### config.mk
export PLATFORM = sky130hd
export DESIGN_NAME = seg_scan_driver_flat
export DESIGN_NICKNAME = d
export VERILOG_FILES = /design/src/rtl/seg_scan_driver_pkg.sv /design/src/rtl/seg_scan_driver_if.sv /design/src/rtl/seg_scan_timer.sv /design/src/rtl/seg_scan_driver.sv /design/src/flat_wrapper.sv
export SDC_FILE = /design/constraint.sdc
export NUM_CORES = 1
export LEC_CHECK = 0
export CAP_MARGIN = 20
export CORE_MARGIN = 1.5
export CORE_UTILIZATION = 30
export DETAILED_ROUTE_END_ITERATION = 8
export DONT_BUFFER_PORTS = 1
export MAX_ROUTING_LAYER = met4
export PLACE_DENSITY = 0.44
export SYNTH_ARGS = -nofsm -noshare
export SYNTH_HDL_FRONTEND = slang
export SYNTH_SLANG_ARGS = --single-unit
### constraint.sdc
create_clock -name clk -period 2.5 [get_ports clk]
set_input_delay 0.5 -clock clk [delete_from_list [all_inputs] [get_ports clk]]
set_output_delay 0.5 -clock clk [all_outputs]
set_load 0.005 [all_outputs]
### src/rtl/seg_scan_driver_pkg.sv
// Shared constants and helpers for the multiplexed seven-segment display path.
// Segment bit positions are also used by the encoder that builds the frame.
package seg_scan_driver_pkg;

  localparam int NUM_DIGITS       = 8;
  localparam int DIGITS_PER_GROUP = 4;

  localparam logic [7:0] SEG_BLANK = 8'h00;

  localparam int SEG_A  = 0;
  localparam int SEG_B  = 1;
  localparam int SEG_C  = 2;
  localparam int SEG_D  = 3;
  localparam int SEG_E  = 4;
  localparam int SEG_F  = 5;
  localparam int SEG_G  = 6;
  localparam int SEG_DP = 7;

  typedef logic [1:0] phase_t;
  typedef logic [2:0] digit_t;

  function automatic logic [7:0] digit_byte(input logic [63:0] frame, input digit_t idx);
    return frame[{idx, 3'b000} +: 8];
  endfunction

  // One digit from each group is lit per phase: digit p on the right, p+4 on the left.
  function automatic logic [7:0] an_mask(input phase_t ph);
    logic [7:0] m;
    m = '0;
    m[{1'b0, ph}] = 1'b1;
    m[{1'b1, ph}] = 1'b1;
    return m;
  endfunction

endpackage

### src/rtl/seg_scan_driver_if.sv
// Frame/cursor inputs and display outputs of the scan driver.
// master = frame source side, slave = the scan driver itself.
interface seg_scan_driver_if;
  import seg_scan_driver_pkg::*;

  logic        en;
  logic [63:0] seg_in;
  logic        cursor_en;
  digit_t      cursor_pos;
  logic [7:0]  an;
  logic [7:0]  seg_l;
  logic [7:0]  seg_r;
  logic        frame_tick;

  modport master (
    output en, seg_in, cursor_en, cursor_pos,
    input  an, seg_l, seg_r, frame_tick
  );

  modport slave (
    input  en, seg_in, cursor_en, cursor_pos,
    output an, seg_l, seg_r, frame_tick
  );

endinterface

### src/rtl/seg_scan_timer.sv
// Scan timebase: digit prescaler, 4-phase counter and frame boundary detection.
// shadow_load also fires once on the first cycle after reset so the frame is captured early.
module seg_scan_timer
  import seg_scan_driver_pkg::*;
#(
  parameter int DIGIT_CYCLES = 100000
) (
  input  logic   clk,
  input  logic   rst,
  output logic   ptick,
  output phase_t phase,
  output logic   frame_boundary,
  output logic   shadow_load
);

  localparam int PW = (DIGIT_CYCLES > 2) ? $clog2(DIGIT_CYCLES) : 1;
  localparam logic [PW-1:0] PRESC_MAX  = PW'(DIGIT_CYCLES - 1);
  localparam phase_t        LAST_PHASE = phase_t'(DIGITS_PER_GROUP - 1);

  logic [PW-1:0] presc;
  logic          first;

  always_comb begin
    ptick          = (presc == PRESC_MAX);
    frame_boundary = ptick && (phase == LAST_PHASE);
    shadow_load    = frame_boundary || first;
  end

  always_ff @(posedge clk) begin
    if (rst) begin
      presc <= '0;
      phase <= '0;
      first <= 1'b1;
    end else begin
      first <= 1'b0;
      if (ptick) begin
        presc <= '0;
        phase <= phase + 2'd1;
      end else begin
        presc <= presc + PW'(1);
      end
    end
  end

endmodule

### src/rtl/seg_scan_driver.sv
// 8-digit multiplexed seven-segment driver: per-frame snapshot of the segment
// frame, blinking cursor digit, and registered digit/segment outputs.
module seg_scan_driver
  import seg_scan_driver_pkg::*;
#(
  parameter int DIGIT_CYCLES = 100000,
  parameter int BLINK_FRAMES = 64
) (
  input  logic               clk,
  input  logic               rst,
  seg_scan_driver_if.slave   bus
);

  localparam int BW = (BLINK_FRAMES > 1) ? $clog2(BLINK_FRAMES) : 1;
  localparam logic [BW-1:0] BLINK_MAX = BW'(BLINK_FRAMES - 1);

  logic          ptick;
  phase_t        phase;
  logic          frame_boundary;
  logic          shadow_load;

  logic [63:0]   shadow;
  logic [BW-1:0] blink_cnt;
  logic          blink_on;

  digit_t        dig_r;
  digit_t        dig_l;
  logic [7:0]    seg_r_p0;
  logic [7:0]    seg_l_p0;

  logic [7:0]    an_p1;
  logic [7:0]    seg_l_p1;
  logic [7:0]    seg_r_p1;
  logic          frame_tick_p1;

  seg_scan_timer #(
    .DIGIT_CYCLES (DIGIT_CYCLES)
  ) u_timer (
    .clk            (clk),
    .rst            (rst),
    .ptick          (ptick),
    .phase          (phase),
    .frame_boundary (frame_boundary),
    .shadow_load    (shadow_load)
  );

  // Segment select from the frozen shadow; cursor controls are taken live.
  always_comb begin
    dig_r    = {1'b0, phase};
    dig_l    = {1'b1, phase};
    seg_r_p0 = digit_byte(shadow, dig_r);
    seg_l_p0 = digit_byte(shadow, dig_l);
    if (bus.cursor_en && blink_on && (bus.cursor_pos == dig_r)) seg_r_p0 = SEG_BLANK;
    if (bus.cursor_en && blink_on && (bus.cursor_pos == dig_l)) seg_l_p0 = SEG_BLANK;
  end

  // Output stage: en only gates the pins, scanning and snapshotting keep running.
  always_ff @(posedge clk) begin
    if (rst) begin
      shadow        <= '0;
      blink_cnt     <= '0;
      blink_on      <= 1'b0;
      frame_tick_p1 <= 1'b0;
      an_p1         <= '0;
      seg_l_p1      <= SEG_BLANK;
      seg_r_p1      <= SEG_BLANK;
    end else begin
      if (shadow_load) shadow <= bus.seg_in;
      if (frame_boundary) begin
        if (blink_cnt == BLINK_MAX) begin
          blink_cnt <= '0;
          blink_on  <= ~blink_on;
        end else begin
          blink_cnt <= blink_cnt + BW'(1);
        end
      end
      frame_tick_p1 <= frame_boundary;
      if (bus.en) begin
        an_p1    <= an_mask(phase);
        seg_l_p1 <= seg_l_p0;
        seg_r_p1 <= seg_r_p0;
      end else begin
        an_p1    <= '0;
        seg_l_p1 <= SEG_BLANK;
        seg_r_p1 <= SEG_BLANK;
      end
    end
  end

  assign bus.an         = an_p1;
  assign bus.seg_l      = seg_l_p1;
  assign bus.seg_r      = seg_r_p1;
  assign bus.frame_tick = frame_tick_p1;

  a_boundary_on_ptick : assert property (@(posedge clk) disable iff (rst) frame_boundary |-> ptick);

endmodule

### src/flat_wrapper.sv
// flat-port wrapper written by rule: the top's interface ports become plain ports
module seg_scan_driver_flat import seg_scan_driver_pkg::*;
#(
  parameter int DIGIT_CYCLES = 100000,
  parameter int BLINK_FRAMES = 64
)
  (clk, rst, bus_en, bus_seg_in, bus_cursor_en, bus_cursor_pos, bus_an, bus_seg_l, bus_seg_r, bus_frame_tick);
  seg_scan_driver_if bus_i ();
  input  logic clk;
  input  logic rst;
  input wire logic [$bits(bus_i.en)-1:0] bus_en;
  input wire logic [$bits(bus_i.seg_in)-1:0] bus_seg_in;
  input wire logic [$bits(bus_i.cursor_en)-1:0] bus_cursor_en;
  input wire logic [$bits(bus_i.cursor_pos)-1:0] bus_cursor_pos;
  output wire logic [$bits(bus_i.an)-1:0] bus_an;
  output wire logic [$bits(bus_i.seg_l)-1:0] bus_seg_l;
  output wire logic [$bits(bus_i.seg_r)-1:0] bus_seg_r;
  output wire logic [$bits(bus_i.frame_tick)-1:0] bus_frame_tick;
  assign bus_i.en = bus_en;
  assign bus_i.seg_in = bus_seg_in;
  assign bus_i.cursor_en = bus_cursor_en;
  assign bus_i.cursor_pos = bus_cursor_pos;
  assign bus_an = bus_i.an;
  assign bus_seg_l = bus_i.seg_l;
  assign bus_seg_r = bus_i.seg_r;
  assign bus_frame_tick = bus_i.frame_tick;
  seg_scan_driver #(.DIGIT_CYCLES(DIGIT_CYCLES), .BLINK_FRAMES(BLINK_FRAMES)) u_core (.clk(clk), .rst(rst), .bus(bus_i));
endmodule
==> flow_results.xml <==
<?xml version="1.0" encoding="UTF-8"?>
<metrics>
  <group name="power_and_ir_drop">
    <metric name="p_int" unit="mW">2.87</metric>
    <metric name="seq_power_share" unit="">0.519</metric>
    <metric name="design_power_total" unit="mW">3.83</metric>
    <metric name="cellPowerDensity" unit="mW/mm²">589</metric>
    <metric name="cellLeakagePower" unit="nW">1.86</metric>
    <metric name="sw_frac_of_total" unit="">0.250</metric>
    <metric name="p_comb_frac" unit="">0.079</metric>
    <metric name="peakVddDrop" unit="mV">0.280</metric>
    <metric name="p_switching" unit="µW">957</metric>
    <metric name="power.share.clock" unit="">0.402</metric>
  </group>
  <group name="clocking">
    <metric name="post_cts_buffers" unit="">0</metric>
    <metric name="htreeDepth" unit="">3</metric>
    <metric name="post_cts_resized" unit="">0</metric>
    <metric name="cts_buffers" unit="">9</metric>
    <metric name="holdBufCountCts" unit="">0</metric>
    <metric name="clock_tree.buffer_depth" unit="">2</metric>
    <metric name="cts_tree" unit="">yes</metric>
    <metric name="clock-root-buffer" unit="">clkbuf_16</metric>
    <metric name="clk_pin_slew" unit="ns">0.07</metric>
    <metric name="clock_latency" unit="ns">0.36</metric>
    <metric name="clock_sinks" unit="">112</metric>
  </group>
  <group name="detailed_routing">
    <metric name="route.detailed.wl_per_inst" unit="µm">18.8</metric>
    <metric name="detailed_routing_iterations_pass_1" unit="">5</metric>
    <metric name="detail_route.drc_violations" unit="">0</metric>
    <metric name="vias_per_cell" unit="">5.75</metric>
    <metric name="detail_route.wirelength" unit="mm">16.7</metric>
    <metric name="route.vias.total" unit="">5126</metric>
    <metric name="drt_iter0_drc" unit="">329</metric>
    <metric name="postRouteAntennaNets" unit="">0</metric>
  </group>
  <group name="die">
    <metric name="core.rowCount" unit="">51</metric>
    <metric name="floorplan.core_area" unit="mm²">0.0195</metric>
    <metric name="design.die.area" unit="mm²">0.0206</metric>
    <metric name="die-width" unit="µm">144</metric>
    <metric name="floorplan.initialDensity" unit="">0.305</metric>
    <metric name="die_h" unit="µm">144</metric>
    <metric name="io_pins" unit="">96</metric>
  </group>
  <group name="logic_synthesis">
    <metric name="most_frequently_used_flop_master_after_synthesis" unit="">dfxtp_1</metric>
    <metric name="synth-edff-count" unit="">0</metric>
    <metric name="yosys.area.top_type_share" unit="">0.378</metric>
    <metric name="netlist.top_cell.by_area" unit="">dfxtp_1</metric>
    <metric name="synth.area.top_cells" unit="">dfxtp_1, o311ai_0, nand4_1, a31oi_1, nand2b_1</metric>
    <metric name="mappedNetlistNets" unit="">751</metric>
    <metric name="syn_inst" unit="">674</metric>
    <metric name="synth.avg_cell_area" unit="µm²">8.81</metric>
    <metric name="synthArstFlopShare" unit="">0</metric>
    <metric name="yosys.cell_types.count" unit="">39</metric>
    <metric name="yosysWarnings" unit="">0</metric>
    <metric name="ys_seq_area_frac" unit="">0.378</metric>
    <metric name="post_synthesis_instance_area" unit="mm²">0.00594</metric>
    <metric name="postSynthRegisterBits" unit="">112</metric>
  </group>
  <group name="worst_setup_path">
    <metric name="critPathTopFamily" unit="">simple AND/OR/NAND/NOR gates</metric>
    <metric name="timing.critical_path.cells" unit="">or4b_4 -&gt; or4_4 -&gt; or4_1 -&gt; a21oi_1</metric>
    <metric name="worst-path-buf-inv" unit="">0</metric>
    <metric name="critical_path_arrival" unit="ns">2.59</metric>
    <metric name="crit_required" unit="ns">2.79</metric>
    <metric name="timing.setup.critical_path_class" unit="">flop to flop</metric>
    <metric name="timing.critical_path.fanout_max" unit="">14</metric>
    <metric name="critical-path-slowest-cell" unit="">or4_4</metric>
    <metric name="timing.critical_path.from_type" unit="">flop</metric>
    <metric name="cpPeakStageDelay" unit="ns">0.62</metric>
    <metric name="worstSetupEndpointType" unit="">flop</metric>
  </group>
  <group name="placed_design">
    <metric name="place.gp.congestion" unit="">0.742</metric>
    <metric name="place_worst_setup_slack" unit="ns">0.218</metric>
    <metric name="place.detailed.hpwl" unit="mm">11.1</metric>
    <metric name="placed_area" unit="mm²">0.00618</metric>
    <metric name="port_buffers" unit="">0</metric>
    <metric name="number_of_instances_in_the_placed_design" unit="">875</metric>
  </group>
  <group name="global_route">
    <metric name="pin_count_of_the_biggest_net_entering_global_routing" unit="">80</metric>
    <metric name="grt_overflow_total" unit="">0</metric>
    <metric name="number_of_global_route_vias_before_repair" unit="">4778</metric>
    <metric name="wire_length_of_the_first_global_routing_pass" unit="mm">26.1</metric>
    <metric name="antenna_found_initial" unit="">0</metric>
    <metric name="grt_util_all_layers" unit="">0.168</metric>
  </group>
  <group name="sta">
    <metric name="final.period_utilization" unit="">0.918</metric>
    <metric name="count_of_pins_over_their_slew_limit" unit="">0</metric>
    <metric name="finClkSkew" unit="ns">0.0107</metric>
    <metric name="maximum_achievable_frequency" unit="MHz">436</metric>
    <metric name="final-hold-violation-count" unit="">0</metric>
    <metric name="timing.slew.headroom" unit="">0.587</metric>
    <metric name="fin_ws" unit="ns">0.205</metric>
    <metric name="fin_setup_tns" unit="ns">0</metric>
    <metric name="worst-slew-pin-transition" unit="ns">0.620</metric>
    <metric name="period_needed" unit="ns">2.30</metric>
    <metric name="final_number_of_setup_violating_endpoints" unit="">0</metric>
    <metric name="whs" unit="ns">0.202</metric>
    <metric name="grt_setup_unrepaired" unit="">no</metric>
  </group>
  <group name="layout">
    <metric name="finish.cell_count_without_fillers" unit="">891</metric>
    <metric name="num_antenna_cells" unit="">0</metric>
    <metric name="fraction_of_final_layout_cells_with_drive_strength_greater_than_1" unit="">0.0911</metric>
    <metric name="final_core_util" unit="">0.334</metric>
    <metric name="fin_area" unit="mm²">0.00649</metric>
    <metric name="final_net_count" unit="">698</metric>
    <metric name="flow.area_growth_from_synthesis" unit="%">9.38</metric>
  </group>
  <group name="outcome">
    <metric name="run_status" unit="">complete, no violations</metric>
  </group>
  <group name="hold_path">
    <metric name="timing.hold.worst.class" unit="">primary input to flop</metric>
  </group>
  <group name="run">
    <metric name="cap_violations" unit="">0</metric>
  </group>
</metrics>
-- worst reg2reg max path: cells and delay by family (launching register included) --
family             cells  cell delay [ns]
and+or+nand+nor        3             1.71
DFF                    1             0.36
AOI/OAI and AO/OA      1             0.15
-- cell type report --
cell class | count | area [µm²]
Fill cell | 2006 | 13000
Multi-Input combinational cell | 469 | 3330
Sequential cell | 112 | 2250
Tap cell | 265 | 332
Clock buffer | 10 | 239
Timing Repair Buffer | 19 | 230
Clock inverter | 6 | 75.1
Inverter | 10 | 40.0
-- sequential cells by signal (all words and copies together) (netlist names) --
register / count
u_core.u_timer.presc: 17
u_core.bus.seg_r: 8
u_core.shadow: 64
u_core.blink_on: 1
u_core.bus.seg_l: 8
u_core.blink_cnt: 6
u_core.u_timer.first: 1
u_core.bus.an: 4
u_core.u_timer.phase: 2
u_core.bus.frame_tick: 1
-- power by group through the flow --
stage | clock (mW) | sequential, mW | combinational, mW
6_report | 1.54 | 1.99 | 0.303
5_1_grt | 1.67 | 2.00 | 0.341
4_1_cts | 1.60 | 1.99 | 0.304
3_5_place_dp | 0 | 2.03 | 0.302
3_3_place_gp | 0 | 2.03 | 0.291
2_1_floorplan | 0 | 1.98 | 0.273
-- cell usage after synthesis, types with 2 or more instances --
library cell and n:
nor3_1 68, nand4_1 71, ha_1 6, o21ai_0 4
nor2_1 24, nand2_1 8, xnor2_1 17, a31oi_1 63
mux4_2 16, and2_1 6, nand2b_1 63, mux2i_1 2
or4_1 4, nand4bb_1 2, o311ai_0 62, nor4_1 5
clkbuf_1 67, inv_1 9, o31ai_1 3, buf_2 10
nand3_1 8, dfxtp_1 112, nor2b_1 19, a21oi_1 5
buf_4 6
-- per-layer routing --
metal / part of all wire / wire length (µm) / GRT usage
met5: 0 / 0 / -
met4: 0.014 / 227 / 0.0494
met3: 0.081 / 1360 / 0.0596
met2: 0.49 / 8120 / 0.275
met1: 0.42 / 7020 / 0.194
-- worst paths after layout --
kind                                  from                       to  slack [ns]  depth (start not counted)
hold reg to reg    u_core.u_timer.presc[0]  u_core.u_timer.presc[0]        0.47                          1
setup / recovery  u_core.u_timer.presc[11]          u_core.blink_on        0.20                          4
hold / removal                         rst     u_core.u_timer.first        0.20                          0
setup reg to reg  u_core.u_timer.presc[11]          u_core.blink_on        0.20                          4
-- cell families (layout without fill, tap and decap cells) --
group                      count (synthesis)  after routing  synth area share
AOI/OAI and AO/OA                        141            141             0.175
adders and majority gates                  6              6            0.0126
buffers and inverters                     93             45            0.0647
DFF                                      112            112             0.378
and+or+nand+nor                          285            285             0.277
muxes                                     19             19            0.0660
xor gates and xnor gates                  18             18            0.0266
-- cell usage in the layout (no fill, tap or decap), types with 2 or more instances in the layout --
| cell type | count |
|---|---|
| mux4_2 | 16 |
| nand3_1 | 8 |
| nand2_1 | 8 |
| buf_4 | 12 |
| o31ai_1 | 3 |
| nand4_1 | 71 |
| nor2b_1 | 19 |
| inv_1 | 9 |
| a21oi_1 | 5 |
| nor3_1 | 68 |
| nand2b_1 | 63 |
| dfxtp_1 | 111 |
| and2_1 | 6 |
| o21ai_0 | 4 |
| buf_12 | 7 |
| clkinv_4 | 2 |
| clkbuf_16 | 9 |
| nand4bb_1 | 2 |
| or4_1 | 4 |
| o311ai_0 | 62 |
| xnor2_1 | 17 |
| mux2i_1 | 2 |
| nor2_1 | 24 |
| a31oi_1 | 63 |
| nor4_1 | 5 |
| ha_1 | 5 |
Power figures use the tool's default switching activity.
